$ cat config.mk
export PLATFORM = sky130hd
export DESIGN_NAME = mux4_rr_arbiter
export DESIGN_NICKNAME = d
export VERILOG_FILES = /design/src/rtl/mux4_rr_arbiter.sv
export SDC_FILE = /design/constraint.sdc
export NUM_CORES = 1
export LEC_CHECK = 0
export CAP_MARGIN = 15
export CORE_UTILIZATION = 48
export DETAILED_ROUTE_END_ITERATION = 10
export GPL_TIMING_DRIVEN = 0
export PLACE_DENSITY_LB_ADDON = 0.3
export SLEW_MARGIN = 40
export SYNTH_ARGS = -nofsm -noshare
export SYNTH_HDL_FRONTEND = slang
export SYNTH_SLANG_ARGS = --single-unit
$ cat constraint.sdc
create_clock -name clk -period 1.7 [get_ports clk]
set_input_delay 0.255 -clock clk [delete_from_list [all_inputs] [get_ports clk]]
set_output_delay 0.255 -clock clk [all_outputs]
set_load 0.02 [all_outputs]
$ cat src/rtl/mux4_rr_arbiter.sv
// mux4_rr_arbiter: round-robin arbiter driving the select lines of a shared 4:1 mux datapath
//   clk, rst (async, active-high) | req[3:0] per-requester request
//   gnt[3:0] one-hot registered grant | s1:s0 owner index | busy = |gnt | timeout one-cycle preempt pulse
module mux4_rr_arbiter #(
  parameter int unsigned HOLD_MAX = 16,
  parameter int unsigned CNT_W = 8
) (
  input  logic       clk,
  input  logic       rst,
  input  logic [3:0] req,
  output logic [3:0] gnt,
  output logic       s0,
  output logic       s1,
  output logic       busy,
  output logic       timeout
);
  typedef enum logic {IDLE, GRANT} state_t;
  state_t state, state_n;
  logic [1:0] ptr, ptr_n, owner, owner_n, sel, sel_n, win;
  logic [CNT_W-1:0] hold_cnt, hold_cnt_n;
  logic [3:0] gnt_n, rot;
  logic timeout_n, release_now, expire;
  // rot[i] is the request at priority rank i, counted from ptr
  assign rot = 4'({req, req} >> ptr);
  assign win = ptr + (rot[0] ? 2'd0 : rot[1] ? 2'd1 : rot[2] ? 2'd2 : 2'd3);
  assign release_now = !req[owner];
  assign expire = (HOLD_MAX != 0) && (hold_cnt == CNT_W'(HOLD_MAX));
  assign {s1, s0} = sel;
  assign busy = |gnt;
  always_comb begin
    state_n = state;
    ptr_n = ptr;
    owner_n = owner;
    sel_n = sel;
    gnt_n = gnt;
    hold_cnt_n = hold_cnt;
    timeout_n = 1'b0;
    if (state == IDLE) begin
      if (|req) begin
        state_n = GRANT;
        owner_n = win;
        sel_n = win;
        gnt_n = 4'b0001 << win;
        hold_cnt_n = CNT_W'(1);
      end
    end else if (release_now || expire) begin
      // release wins a tie with expiry, so no timeout pulse then
      state_n = IDLE;
      gnt_n = '0;
      ptr_n = owner + 2'd1;
      timeout_n = !release_now;
    end else begin
      hold_cnt_n = hold_cnt + 1'b1;
    end
  end
  always_ff @(posedge clk or posedge rst) begin
    if (rst) begin
      state <= IDLE;
      ptr <= '0;
      owner <= '0;
      sel <= '0;
      gnt <= '0;
      hold_cnt <= '0;
      timeout <= 1'b0;
    end else begin
      state <= state_n;
      ptr <= ptr_n;
      owner <= owner_n;
      sel <= sel_n;
      gnt <= gnt_n;
      hold_cnt <= hold_cnt_n;
      timeout <= timeout_n;
    end
  end
endmodule

==> summary.md <==
Dividing total power by cell area gives a power density of 1740 nW/um^2. The horizontal die dimension came out at 49.8 um. The switching share of power was 0.422; the maximum number of pins on one net before global-route repair was 19. The cell type contributing the most total cell area after synthesis was sky130_fd_sc_hd__dfrtp_1.

The final-layout setup total negative slack was -0.122 ns. The setup skew after layout was 0.00257 ns; the synthesis warning total was 0. The run gives 0 as the number of slew-limit violations in the final report. The final reports fail on setup timing. The final worst-path setup slack came out at -0.103 ns. The worst setup path is captured at a flip-flop. Headroom to the max-slew limit: 0.543.

The global-route total usage across every layer is 0.239, and the count of input and output buffers is 13. At the later pin of the worst-skew pair, clock insertion delay measures 0.30 ns. The first global-routing pass estimated 4.55 mm of wire. Dominant synthesized flop cell: sky130_fd_sc_hd__dfrtp_1. The sink count of the clock tree came out at 18. After clock tree synthesis, the clock-pin slew on the worst setup and hold paths is 0.10 ns. The floorplan step defined a die boundary enclosing 2480 um^2.

The share of layout cells above drive strength 1 was 0.304; the initial standard-cell utilization of the core was 0.532. For this run the aggregate overflow at the end of global routing stands at 0. STA classifies the critical path startpoint as a flip-flop. The transition time at the pin with the least slew margin was 0.685 ns. The synthesis-to-layout area growth works out to 33.5%. The vertical extent of the die was 49.8 um.

The worst hold path belongs to the class in -> async. The worst register-to-register path has a depth of 7. For the total iterations of the first detailed-routing run, the log shows 4.

After synthesis the cells add up to 1100 um^2. After clock tree synthesis, the flow added hold-fix buffers numbering 0. In this run the count of I/O pins placed on the die edge is 14. The arrival time reported for the critical path endpoint is 2.03 ns, and the initial detailed-routing violation count is 37. The most used standard cell by instance count after synthesis was sky130_fd_sc_hd__dfrtp_1. TritonCTS built the clock tree.

Setup repair after global routing could not meet its margin everywhere. The area share of the largest cell type after synthesis works out to 0.410. The run gives 0.619 as the combinational power share.

Async set-or-reset flop fraction in the synthesized netlist: 1.00. The synthesized design contains 18 register bits. After detailed routing, the number of remaining DRC violations is 0. Part of the total power dissipated in the clock network: 0.106. The core footprint was 2060 um^2; the mean instance size in the synthesized netlist was 9.46 um^2. In the routed layout, each cell is associated on average with a via count of 5.84. The post-detailed-placement half-perimeter wirelength is 1.58 mm. For the total number of placement rows, the log shows 16. For this block, the via count after detailed routing is 1022. For this design the static power due to leakage is 0.664 nW. The type of the worst setup path is reg -> reg. The tools report the total internal power as 1.48 mW. Summed over all nets, the switching power comes to 1.08 mW. After the flow finishes, the layout carries non-filler instances totaling 175.

In the final design database the tool counted 158 nets. The number of global-route vias before repair was 986. Dividing the detail-routed wire length by the instance count gives 15.6 um. The logs give 0.410 for the sequential area share after synthesis and 0.863 for the final weighted congestion of routability-driven global placement.

The run finished, with violations left. The total nets after synthesis is 125, and the final worst-path cycle share is 1.06. Synthesis handed over a netlist of 116 instances. Counting I/O delays and the setup requirement, the final critical path takes 1.80 ns. Initial antenna violation count: 0.

For the number of buffers on the longest clock path, the log shows 2. The TritonCTS buffer count was 3; the worst setup timing slack at the placement stage was -0.503 ns. Yosys attributes the largest share of cell area to sky130_fd_sc_hd__dfrtp_1 (41%), sky130_fd_sc_hd__nand2_1 (5.5%), sky130_fd_sc_hd__a21oi_1 (5.0%).

By count the netlist is led by sky130_fd_sc_hd__dfrtp_1 (18), sky130_fd_sc_hd__nand2_1 (16), sky130_fd_sc_hd__a21oi_1 (11). The run gives 2.55 mW as the total power after layout. At the worst endpoint, the required time is 1.93 ns. The number of endpoints with negative hold slack in the final report was 0; the sequential share of power was 0.275. Max-cap violations in this run came to 0.

After synthesis, the netlist uses 36 different library cells. The highest net fanout along the worst path came out at 4. The logs give 1 for the total number of H-tree levels and 2 for the number of setup violations in the final report. For this block, the routed nets add up to 2.72 mm of wire. The timing-limited maximum frequency came out at 555 MHz. The worst-case IR drop observed on VDD is 0.982 mV. The number of antenna diodes in the final layout is 0. The tree is rooted in a sky130_fd_sc_hd__clkbuf_4.

The detail route stage leaves a number of antenna-violating nets equal to 0. In this run, placement finished with an instance count of 156. The number of enable flip-flop cells after synthesis was 0.
area by class of cell:
class / count / area [um^2]
Buffer: 2 / 16.3
Clock buffer: 4 / 36.3
Fill cell: 146 / 597
Inverter: 8 / 30.0
Multi-Input combinational cell: 86 / 644
Sequential cell: 18 / 453
Tap cell: 27 / 33.8
Timing Repair Buffer: 30 / 251
per-layer routing:
layer / part of all wire / global-route usage
met1: 0.47 / 0.335
met2: 0.47 / 0.369
met4: 0.013 / 0.105
met3: 0.049 / 0.0278
met5: 0 / 0
cell usage in the layout (no fill, tap or decap), types with 2 or more instances in the layout:
cell                               n
sky130_fd_sc_hd__nand2_1          15
sky130_fd_sc_hd__clkdlybuf4s50_1   8
sky130_fd_sc_hd__and3_1            2
sky130_fd_sc_hd__dfrtp_1          16
sky130_fd_sc_hd__inv_2             3
sky130_fd_sc_hd__and2_1            2
sky130_fd_sc_hd__dfrtp_2           2
sky130_fd_sc_hd__clkbuf_4          3
sky130_fd_sc_hd__dlygate4sd2_1     4
sky130_fd_sc_hd__buf_4            16
sky130_fd_sc_hd__inv_1             5
sky130_fd_sc_hd__o21ai_0           5
sky130_fd_sc_hd__or4_1             2
sky130_fd_sc_hd__nor2b_1           2
sky130_fd_sc_hd__nor2_1            5
sky130_fd_sc_hd__buf_6             2
sky130_fd_sc_hd__a21oi_1          11
sky130_fd_sc_hd__and2_4            2
sky130_fd_sc_hd__o21ai_1           3
sky130_fd_sc_hd__buf_2             2
sky130_fd_sc_hd__a31oi_1           2
sky130_fd_sc_hd__mux2i_1           2
sky130_fd_sc_hd__or3_1             3
sky130_fd_sc_hd__nand3_1           6
final timing paths:
check                       startpoint     endpoint  slack [ns]
setup reg to reg           hold_cnt[0]  hold_cnt[7]       -0.10
hold reg to reg            hold_cnt[3]  hold_cnt[3]        0.56
min in group clk           hold_cnt[3]  hold_cnt[3]        0.56
setup / recovery           hold_cnt[0]  hold_cnt[7]       -0.10
max in group asynchronous          rst       sel[1]        0.88
hold / removal                     rst  hold_cnt[1]        0.34
kinds of logic after synthesis:
| group | Yosys count | synth area share |
|---|---|---|
| DFF | 18 | 0.410 |
| AOI/OAI and AO/OA | 28 | 0.176 |
| adders and majority gates | 3 | 0.0342 |
| and+or+nand+nor | 47 | 0.227 |
| buffers and inverters | 12 | 0.0627 |
| xor gates and xnor gates | 3 | 0.0239 |
| muxes | 5 | 0.0661 |
stage by stage:
step,instance area [um^2],utilization,hold slack [ns]
after floorplan,1100,-,0.194
after global placement,1260,0.612,0.518
after detailed placement,1260,0.612,0.510
after CTS,1420,0.688,0.364
after global routing,1470,0.711,0.407
final,1470,0.711,0.345
power by group through the flow:
| stage | clock network, mW | logic, mW | registers, mW |
|---|---|---|---|
| 2_1_floorplan | 0 | 0.842 | 0.720 |
| 3_3_place_gp | 0 | 1.17 | 0.676 |
| 3_5_place_dp | 0 | 1.20 | 0.689 |
| 4_1_cts | 0.276 | 1.42 | 0.692 |
| 5_1_grt | 0.290 | 1.70 | 0.717 |
| 6_report | 0.271 | 1.58 | 0.702 |
critical path, stage by stage (launching register included):
cell	delay, ns
sky130_fd_sc_hd__dfrtp_1	0.38
sky130_fd_sc_hd__inv_2	0.06
sky130_fd_sc_hd__ha_4	0.15
sky130_fd_sc_hd__nor4b_4	0.13
sky130_fd_sc_hd__a32oi_2	0.29
sky130_fd_sc_hd__nand4_1	0.23
sky130_fd_sc_hd__or3_1	0.36
sky130_fd_sc_hd__a21oi_1	0.13
registers in the layout (all words and copies together), names as in the netlist:
register  flops
sel           2
state         1
ptr           2
gnt           4
timeout       1
hold_cnt      8
repair_timing:
item                       4_1_cts  5_1_grt
gates resized for setup         18        9
setup endpoints to repair       14       13
setup buffers                   15        3
pin swaps                        8       11
(Power assumes the default switching activity.)
